--- src/rtl/bus_proto_pkg.sv ---
// Shared definitions for the inter-FPGA parallel bus: FSM state codes,
// command-word field positions and the local request arbitration order.
package bus_proto_pkg;

  localparam int DATA_W   = 32;
  localparam int LEN_LSB  = 0;
  localparam int CHAN_BIT = 16;

  typedef logic [2:0] state_t;

  localparam state_t ST_IDLE  = 3'd0;
  localparam state_t ST_REQ   = 3'd1;
  localparam state_t ST_TURN  = 3'd2;
  localparam state_t ST_WDATA = 3'd3;
  localparam state_t ST_RDATA = 3'd4;
  localparam state_t ST_ABRT  = 3'd5;

  // dir_tx = 1: local has data, so the master will read from us
  typedef struct packed {
    logic valid;
    logic dir_tx;
    logic chan;
  } grant_t;

  function automatic grant_t arbitrate(input logic [1:0] tx_req,
                                       input logic [1:0] rx_req);
    grant_t g;
    g = '0;
    if (tx_req[0])      g = '{valid: 1'b1, dir_tx: 1'b1, chan: 1'b0};
    else if (tx_req[1]) g = '{valid: 1'b1, dir_tx: 1'b1, chan: 1'b1};
    else if (rx_req[0]) g = '{valid: 1'b1, dir_tx: 1'b0, chan: 1'b0};
    else if (rx_req[1]) g = '{valid: 1'b1, dir_tx: 1'b0, chan: 1'b1};
    return g;
  endfunction

endpackage

--- src/rtl/bus_slave_timeout.sv ---
// Stall counter: clears on demand, counts while enabled, and flags the
// cycle in which the count would reach LIMIT.
module bus_slave_timeout #(
  parameter int LIMIT = 1024
) (
  input  logic clk,
  input  logic rst,
  input  logic i_clr,
  input  logic i_inc,
  output logic o_expire
);

  localparam int W = $clog2(LIMIT + 1);
  localparam logic [W-1:0] LAST = W'(LIMIT - 1);

  logic [W-1:0] r_cnt;

  assign o_expire = i_inc && (r_cnt == LAST);

  always_ff @(posedge clk or posedge rst) begin
    if (rst)        r_cnt <= '0;
    else if (i_clr) r_cnt <= '0;
    else if (i_inc) r_cnt <= r_cnt + 1'b1;
  end

endmodule

--- src/rtl/bus_slave_ctrl.sv ---
// Slave-side protocol engine of the parallel bus: requests the master,
// checks its command word and moves words between AD and local streams.
module bus_slave_ctrl
  import bus_proto_pkg::*;
#(
  parameter int TIMEOUT_CYCLES = 1024,
  parameter int CNT_W          = 16
) (
  input  logic              clk_in,
  input  logic              rst,
  output logic              req_w_1,
  output logic              req_w_2,
  output logic              req_r_1,
  output logic              req_r_2,
  output logic              ack,
  output logic              s_rdy,
  output logic              abort,
  input  logic              stb,
  input  logic              we,
  input  logic              m_rdy,
  input  logic [DATA_W-1:0] adi,
  output logic [DATA_W-1:0] ado,
  output logic              ad_oe,
  input  logic [1:0]        rx_req,
  input  logic [1:0]        tx_req,
  output logic [DATA_W-1:0] rx_data,
  output logic              rx_valid,
  input  logic              rx_ready,
  input  logic [DATA_W-1:0] tx_data,
  input  logic              tx_valid,
  output logic              tx_ready,
  output logic              chan,
  output logic              busy,
  output logic              done,
  output logic              err
);

  state_t           r_state;
  state_t           w_nxt;
  logic             r_dir_tx;
  logic             r_chan;
  logic [CNT_W-1:0] r_wcnt;
  logic [3:0]       r_req;
  logic             r_ack;
  logic             r_done;
  logic             r_abort;
  logic             r_err;

  grant_t           w_grant;
  logic [CNT_W-1:0] w_len;
  logic             w_cmd_ok;
  logic             w_xfer;
  logic             w_last;
  logic             w_local_abort;
  logic             w_expire;
  logic             w_stall_clr;
  logic             w_stall_inc;
  logic             w_ack_now;
  logic             w_done_now;
  logic             w_dir_nxt;
  logic             w_chan_nxt;
  logic [3:0]       w_req_nxt;

  assign w_grant  = arbitrate(tx_req, rx_req);
  assign w_len    = adi[LEN_LSB +: CNT_W];
  // The master's direction must be the mirror of ours: we=1 only when we receive
  assign w_cmd_ok = (adi[CHAN_BIT] == r_chan) && (we == !r_dir_tx);

  assign w_xfer = ((r_state == ST_WDATA) && m_rdy && rx_ready) ||
                  ((r_state == ST_RDATA) && m_rdy && tx_valid);
  assign w_last        = w_xfer && (r_wcnt == CNT_W'(1));
  assign w_local_abort = tx_req[r_chan] & rx_req[r_chan];

  always_comb begin
    w_nxt      = r_state;
    w_ack_now  = 1'b0;
    w_done_now = 1'b0;
    case (r_state)
      ST_IDLE: begin
        if (w_grant.valid) w_nxt = ST_REQ;
      end
      ST_REQ: begin
        if (stb) begin
          if (w_cmd_ok) begin
            w_ack_now = 1'b1;
            if (w_len == '0) begin
              w_nxt      = ST_IDLE;
              w_done_now = 1'b1;
            end else if (we) begin
              w_nxt = ST_WDATA;
            end else begin
              w_nxt = ST_TURN;
            end
          end else begin
            w_nxt = ST_ABRT;
          end
        end else if (w_local_abort || w_expire) begin
          w_nxt = ST_ABRT;
        end
      end
      ST_TURN: begin
        w_nxt = w_local_abort ? ST_ABRT : ST_RDATA;
      end
      ST_WDATA, ST_RDATA: begin
        // A completing last word wins over any simultaneous abort cause
        if (w_last) begin
          w_nxt      = ST_IDLE;
          w_done_now = 1'b1;
        end else if (w_local_abort || w_expire) begin
          w_nxt = ST_ABRT;
        end
      end
      ST_ABRT: w_nxt = ST_IDLE;
      default: w_nxt = ST_IDLE;
    endcase
  end

  assign w_stall_clr = (w_nxt != r_state) || w_xfer;
  assign w_stall_inc = ((r_state == ST_REQ) || (r_state == ST_WDATA) ||
                        (r_state == ST_RDATA)) && !w_xfer;

  bus_slave_timeout #(
    .LIMIT (TIMEOUT_CYCLES)
  ) u_timeout (
    .clk      (clk_in),
    .rst      (rst),
    .i_clr    (w_stall_clr),
    .i_inc    (w_stall_inc),
    .o_expire (w_expire)
  );

  assign w_dir_nxt  = (r_state == ST_IDLE) ? w_grant.dir_tx : r_dir_tx;
  assign w_chan_nxt = (r_state == ST_IDLE) ? w_grant.chan   : r_chan;

  // r_req bit order: {req_r_2, req_r_1, req_w_2, req_w_1}
  always_comb begin
    w_req_nxt = '0;
    if (w_nxt == ST_REQ) w_req_nxt[{w_dir_nxt, w_chan_nxt}] = 1'b1;
  end

  always_ff @(posedge clk_in or posedge rst) begin
    if (rst) begin
      r_state  <= ST_IDLE;
      r_dir_tx <= 1'b0;
      r_chan   <= 1'b0;
      r_wcnt   <= '0;
      r_req    <= '0;
      r_ack    <= 1'b0;
      r_done   <= 1'b0;
      r_abort  <= 1'b0;
      r_err    <= 1'b0;
    end else begin
      r_state  <= w_nxt;
      r_dir_tx <= w_dir_nxt;
      r_chan   <= w_chan_nxt;
      r_req    <= w_req_nxt;
      r_ack    <= w_ack_now;
      r_done   <= w_done_now;
      r_abort  <= (w_nxt == ST_ABRT);
      r_err    <= (w_nxt == ST_ABRT);
      if (w_ack_now)   r_wcnt <= w_len;
      else if (w_xfer) r_wcnt <= r_wcnt - 1'b1;
    end
  end

  assign req_w_1 = r_req[0];
  assign req_w_2 = r_req[1];
  assign req_r_1 = r_req[2];
  assign req_r_2 = r_req[3];
  assign ack     = r_ack;
  assign done    = r_done;
  assign abort   = r_abort;
  assign err     = r_err;
  assign chan    = r_chan;
  assign busy    = (r_state != ST_IDLE);

  // Bus-facing strobes follow the state register so async reset releases AD at once
  assign ad_oe    = (r_state == ST_RDATA);
  assign ado      = (r_state == ST_RDATA) ? tx_data : '0;
  assign tx_ready = (r_state == ST_RDATA) && m_rdy;
  assign rx_data  = (r_state == ST_WDATA) ? adi : '0;
  assign rx_valid = (r_state == ST_WDATA) && m_rdy && rx_ready;
  assign s_rdy    = ((r_state == ST_WDATA) && rx_ready) ||
                    ((r_state == ST_RDATA) && tx_valid);

endmodule

--- config.mk ---
export PLATFORM = sky130hd
export DESIGN_NAME = bus_slave_ctrl
export DESIGN_NICKNAME = d
export VERILOG_FILES = /design/src/rtl/bus_proto_pkg.sv /design/src/rtl/bus_slave_timeout.sv /design/src/rtl/bus_slave_ctrl.sv
export SDC_FILE = /design/constraint.sdc
export NUM_CORES = 1
export LEC_CHECK = 0
export BUFFER_PORTS_ARGS = -buffer_cell sky130_fd_sc_hd__buf_2
export CAP_MARGIN = 15
export CORE_MARGIN = 4
export CORE_UTILIZATION = 28
export DETAILED_ROUTE_END_ITERATION = 6
export GPL_ROUTABILITY_DRIVEN = 1
export PLACE_DENSITY = 0.63
export SLEW_MARGIN = 10
export SYNTH_ARGS = -nofsm -noshare
export SYNTH_HDL_FRONTEND = slang
export SYNTH_SLANG_ARGS = --single-unit
--- constraint.sdc ---
create_clock -name clk_in -period 2 [get_ports clk_in]
set_input_delay 0.4 -clock clk_in [delete_from_list [all_inputs] [get_ports clk_in]]
set_output_delay 0.4 -clock clk_in [all_outputs]
set_load 0.01 [all_outputs]
Word level (Yosys, flattened, before mapping)

Cells that the tools add are included.

Add/sub/neg operators: 2
$lt $le $gt $ge: 3
Equality and inequality tests: 11
Muxes and demuxes: 36
Bitwise gates (word level): 1
Reductions and logical operators: 25

Operator list:

| cell                                                        | count |
|---|---|
| two-way mux 32 bit                                          | 2 |
| two-way mux 16 bit                                          | 2 |
| two-way mux 3 bit                                           | 9 |
| two-way mux 11 bit                                          | 2 |
| equality test 16 x 1 -> 1 bit (second input constant)       | 1 |
| logical NOT 16 bit                                          | 1 |
| two-way mux 1 bit                                           | 16 |
| subtractor 16 x 1 -> 16 bit (second input constant)         | 1 |
| one-hot mux 3 bit (4 select lines)                          | 1 |
| adder 11 x 1 -> 11 bit (second input constant)              | 1 |
| equality test 11 x 10 -> 1 bit (second input constant)      | 1 |
| logical AND 1 bit                                           | 11 |
| equality test 3 x 1 -> 1 bit (second input constant)        | 2 |
| equality test 3 x 2 -> 1 bit (second input constant)        | 2 |
| equality test 3 bit (second input constant)                 | 2 |
| logical OR 1 bit                                            | 6 |
| two-way mux 4 bit                                           | 1 |
| nonzero test 2 bit                                          | 2 |
| logical NOT 3 bit                                           | 1 |
| less-than comparator 2 x 3 -> 1 bit (second input constant) | 1 |
| inequality test 3 bit                                       | 1 |
| nonzero test 3 bit                                          | 1 |
| demux 1 bit (select 2 bit)                                  | 1 |
| equality test 1 bit                                         | 2 |
| 7 further kinds                                             | 8 |

Register bits after elaboration: 39
Word-level logic and storage cells: 87

Logic depth before layout (Yosys ltp)

Depth in word-level cells: 14
Depth in mapped cells: 9

Modules after synthesis

From an unflattened synthesis, not the netlist that was laid out.

Cells, all modules: 319
Area total of the unflattened synthesis: 2671.3 µm²

By module, submodules not included:

| module            | instances | cells each | area an instance (µm²) |
|---|---|---|---|
| bus_slave_ctrl    | 1         | 262        | 2103.3 |
| bus_slave_timeout | 1         | 57         | 568.0 |

Worst setup path after synthesis

OpenSTA, ideal clock, no wires.

Path type: flip-flop to flip-flop
Start: register r_wcnt[1]
End: register u_timeout.r_cnt[1]
Arrival: 1.872 ns
Data required time: 1.930 ns
Setup slack: 0.058 ns
Stages on the path, launching flop included: 10
Buffers on the path: 1
Cells stage by stage: dfrtp_1 inv_1 ha_1 nor4b_2 nand4_2 o22a_1 a221oi_2 o2111ai_1 buf_6 nor2_2

Word-level cells in the longest chain between the ends: 7

Ends and longest elaborated chain:

| what                                                            | RTL line                | source |
|---|---|---|
| start, declared                                                 | bus_slave_ctrl.sv:42    | `logic [CNT_W-1:0] r_wcnt;` |
| start signal, assigned                                          | bus_slave_ctrl.sv:161   | `if (w_ack_now) r_wcnt <= w_len;` |
| start signal, assigned                                          | bus_slave_ctrl.sv:162   | `else if (w_xfer) r_wcnt <= r_wcnt - 1'b1;` |
| equality test 16 x 1 -> 1 bit (*)                               | bus_slave_ctrl.sv:71    | `assign w_last = w_xfer && (r_wcnt == CNT_W'(1));` |
| logical AND 1 bit (*)                                           | bus_slave_ctrl.sv:71    |  |
| two-way mux 3 bit (*)                                           | bus_slave_ctrl.sv:106   | `if (w_last) begin` |
| one-hot mux 3 bit (4 select lines) (*)                          | bus_slave_ctrl.sv:78    | `case (r_state)` |
| inequality test 3 bit (*)                                       | bus_slave_ctrl.sv:118   | `assign w_stall_clr = (w_nxt != r_state) \|\| w_xfer;` |
| logical OR 1 bit (*)                                            | bus_slave_ctrl.sv:118   |  |
| two-way mux 11 bit / nonzero test 2 bit (equally long branches) | --                      |  |
| end signal, assigned                                            | bus_slave_timeout.sv:23 | `else if (i_inc) r_cnt <= r_cnt + 1'b1;` |
| end, declared                                                   | bus_slave_timeout.sv:16 | `logic [W-1:0] r_cnt;` |

Every way passes the cells marked *; elsewhere a longest branch is shown, timed or not.
A chain may end at the register's enable or synchronous reset.

Worst setup path in the final report

Start: register u_timeout.r_cnt[6]
End: register u_timeout.r_cnt[0]

Word-level cells in the longest chain between the ends: 9

Ends and longest elaborated chain:

| what                                                            | RTL line                                    | source |
|---|---|---|
| equality test 11 x 10 -> 1 bit (*)                              | bus_slave_timeout.sv:18                     | `assign o_expire = i_inc && (r_cnt == LAST);` |
| logical AND 1 bit (*)                                           | bus_slave_timeout.sv:18                     |  |
| logical OR 1 bit (*)                                            | bus_slave_ctrl.sv:97, bus_slave_ctrl.sv:109 |  |
| two-way mux 3 bit (*)                                           | bus_slave_ctrl.sv:97, bus_slave_ctrl.sv:109 |  |
| two-way mux 3 bit, on equally long branches                     | bus_slave_ctrl.sv:106, bus_slave_ctrl.sv:83 |  |
| one-hot mux 3 bit (4 select lines) (*)                          | bus_slave_ctrl.sv:78                        |  |
| inequality test 3 bit (*)                                       | bus_slave_ctrl.sv:118                       |  |
| logical OR 1 bit (*)                                            | bus_slave_ctrl.sv:118                       |  |
| two-way mux 11 bit / nonzero test 2 bit (equally long branches) | --                                          |  |

Marked as above.

==> flow_metrics.py <==
metrics = {
    "outcome": {
        "outcome": "complete, but fails checks",
        "violations": "negative setup slack",
    },
    "finish": {
        "postLayoutCoreUtil": 0.5125,
        "insertedDiodeCount": 0,
        "syn_to_final_growth_pct": 79.34,
        "drive_gt1_frac": 0.5876,
        "n_fill_cell": 884,
        "final_net_count": 625,
    },
    "synth": {
        "synth_compound_area_frac": 0.1503,
        "synth-xor-area-share": 0.05041,
        "synthTopCellsByCount": "dfrtp_1 (39), and2_1 (35), and3_1 (34), nand2_1 (31), nor2_1 (20)",
        "muxShareOfSynthArea": 0.003600,
        "yosysUniqueCellTypes": 63,
        "synthSimpleGateAreaFrac": 0.3870,
        "synth_edf_count": 0,
        "synth_area_leaders": "dfrtp_1 (35%), and2_1 (7.9%), and3_1 (7.7%)",
        "yosysWarnings": 0,
        "ys_ff_latch": 39,
        "async_flop_share": 1.000,
        "synth_top_family_by_area": "simple AND/OR/NAND/NOR gates",
        "seq_area_frac_synth": 0.3510,
        "syn_inst": 323,
        "avgSynthCellArea_um2": 8.607,
        "synth_area_mm2": 0.002780,
        "ys.flop_type": "dfrtp_1",
        "synth_most_common_cell": "dfrtp_1",
        "synthAdderAreaFrac": 0.01350,
        "synth_top_cell_area_share": 0.3510,
        "yosys.area.top_type": "dfrtp_1",
        "synth_fp_nets": 401,
    },
    "power_and_ir_drop": {
        "p_per_area_mw_per_mm2": 1194,
        "p_switching_mw": 2.499,
        "p_clk_frac": 0.114,
        "cell_internal_pwr_mw": 3.452,
        "total_power_mw": 5.952,
        "switching_share": 0.4199,
        "pwr-share-seq": 0.211,
        "comb_power_share": 0.675,
        "leakagePower_nw": 2.533,
        "ir_drop_uv": 449.3,
    },
    "worst_setup_path": {
        "slowest_delay_ns": 0.49,
        "regToRegSetupSlack_ns": -0.08,
        "path_cells": "nand4_1 > nor4_1 > a21o_1 > a221oi_2 > o2111ai_2 > buf_6 > nor2_4",
        "crit_type": "reg2reg",
        "cp_top_family": "simple AND/OR/NAND/NOR gates",
        "cp_data_arrival_time_ns": 2.26,
        "cp-end-kind": "flop",
        "cp_num_buf_inv": 1,
        "critPathLaunchType": "flop",
        "critPathMaxFanout": 5,
        "cp.required_ns": 2.18,
        "slowest_stage": "nor4_1",
    },
    "die": {
        "std_cell_rows": 36,
        "initial_core_util": 0.2858,
        "dieHeight_um": 107.6,
        "die_area_mm2": 0.01159,
        "ios": 153,
        "die_x_um": 107.6,
        "core_mm2": 0.009729,
    },
    "drt": {
        "wirelength_mm": 10.60,
        "viasPerCell": 4.880,
        "vias": 3323,
        "ant_nets": 0,
        "wl_per_cell_um": 15.56,
        "dr.pass1.iters": 4,
        "detail_route.iter0.violations": 145,
        "drc": 0,
    },
    "place": {
        "port_buffers": 152,
        "dp_hpwl_mm": 7.390,
        "routabilityCongestion": 0.8382,
    },
    "clocking": {
        "clk_path_buf_depth": 2,
        "numCtsBuffers": 5,
        "path_clk_slew_ns": 0.09,
        "cts_tree": "yes",
        "cts.sinks": 39,
        "insertion_delay_ns": 0.30,
        "cts_root_buffer": "clkbuf_8",
        "htree_levels": 2,
    },
    "sta": {
        "relSlewSlack": 0.6638,
        "post-route-min-period_ns": 2.080,
        "skew_ns": 0.01657,
        "finalHoldViolCount": 0,
        "post-route-period-util": 1.040,
        "setup_viol": 27,
        "worstMarginPinSlew_ns": 0.5043,
        "max_clock_freq_mhz": 480.7,
        "fin_ws_ns": -0.08018,
        "rsz0062_at_grt": "yes",
        "maxSlewViolCount": 0,
    },
    "job": {
        "drv_cap": 0,
    },
    "grt": {
        "antenna_found_initial": 0,
        "gr-usage-all-layers": 0.1624,
        "grt_pass1_wl_mm": 14.99,
        "grt_max_degree": 40,
        "gr-total-overflow": 0,
        "grt_pass1_vias": 3127,
    },
    "worst_hold_path": {
        "hold_class": "in2async",
    },
}
flip-flops by register name (all words and copies together), names as in the netlist:
name / count
r_wcnt: 16
done: 1
r_req: 4
u_timeout.r_cnt: 11
ack: 1
chan: 1
r_dir_tx: 1
err: 1
r_state: 3
cell usage in the layout (no fill, tap or decap), drive strengths merged, types with 3 or more instances in the layout:
cell	Yosys	layout
buf	7	234
dfrtp	39	39
and2	35	35
and3	34	34
nand2	31	31
nor2	30	30
o21ai	18	18
nor4	11	11
nand3	10	10
xnor2	8	8
xor2	8	8
nand4	7	7
clkbuf	12	7
nor3	7	7
inv	6	6
o211ai	5	5
a21o	4	4
a21oi	3	3
a221o	3	3
o22ai	3	3
nand2b	3	3
nor4b	3	3
ha	3	3
cells by family after synthesis:
logic type,count (synthesis)
AOI/OAI and AO/OA,56
xor gates and xnor gates,16
adders and majority gates,3
buffers and inverters,25
DFF,39
muxes,1
and+or+nand+nor,183
final timing paths:
| kind | start | to | depth (start not counted) |
|---|---|---|---|
| setup reg to reg | u_timeout.r_cnt[6] | u_timeout.r_cnt[0] | 7 |
| min in group clk_in | adi[14] | r_wcnt[14] | 3 |
| hold reg to reg | u_timeout.r_cnt[9] | u_timeout.r_cnt[9] | 2 |
| setup / recovery | u_timeout.r_cnt[6] | u_timeout.r_cnt[0] | 7 |
| max in group asynchronous | rst | r_state[2] | 3 |
| hold / removal | rst | r_wcnt[8] | 3 |
per-stage QoR:
step	setup slack, ns	cells	hold WS [ns]	setup TNS [ns]	area, um2
CTS	-0.06838	674	0.2243	-0.9586	4492
global route	-0.2122	681	0.2518	-5.244	4986
finish	-0.08018	681	0.2039	-1.063	4986
floorplan	0.05844	323	0.4997	0	2780
detailed placement	-0.2095	649	0.5339	-2.493	4060
global placement	-0.1258	649	0.5212	-1.374	4060
power groups by stage:
stage               Clock (mW)  Combinational, mW  Sequential, mW
floorplan                    0               1.72            1.25
global placement             0               2.77            1.25
detailed placement           0               2.83            1.26
CTS                      0.694               3.37            1.23
global route             0.727               4.32            1.29
finish                   0.679               4.02            1.25
layout make-up:
cell class / instances / area (um2) / share of cell area
inverters: 6 / 22.52 / 0.004517
clock buffers: 5 / 68.82 / 0.01380
flip-flops and latches: 39 / 978.4 / 0.1962
repair buffers: 236 / 1733 / 0.3476
well taps: 133 / 166.4 / 0.03338
clock inverters: 3 / 43.79 / 0.008783
multi-input cells: 259 / 1973 / 0.3957
per-layer routing:
layer,track usage,share of wire,up-vias
met5,0,0,-
met3,0.03299,0.061,14
li1,-,-,1610
met1,0.1946,0.40,1571
met4,0.04959,0.016,0
met2,0.2904,0.52,128
worst reg2reg max path: stages (launching register included):
cell and delay [ns]:
dfrtp_1 0.43, nand4_1 0.15, nor4_1 0.49, a21o_1 0.30
a221oi_2 0.10, o2111ai_2 0.25, buf_6 0.20, nor2_4 0.04
what timing repair did:
action | in CTS | in global routing
hold buffers | 0 | 0
setup buffers | 14 | 5
setup endpoints to repair | 70 | 74
gates resized for setup | 36 | 85
cloned | 4 | 3
pin swaps | 18 | 29
No activity file was read; power rests on OpenSTA's default activity.
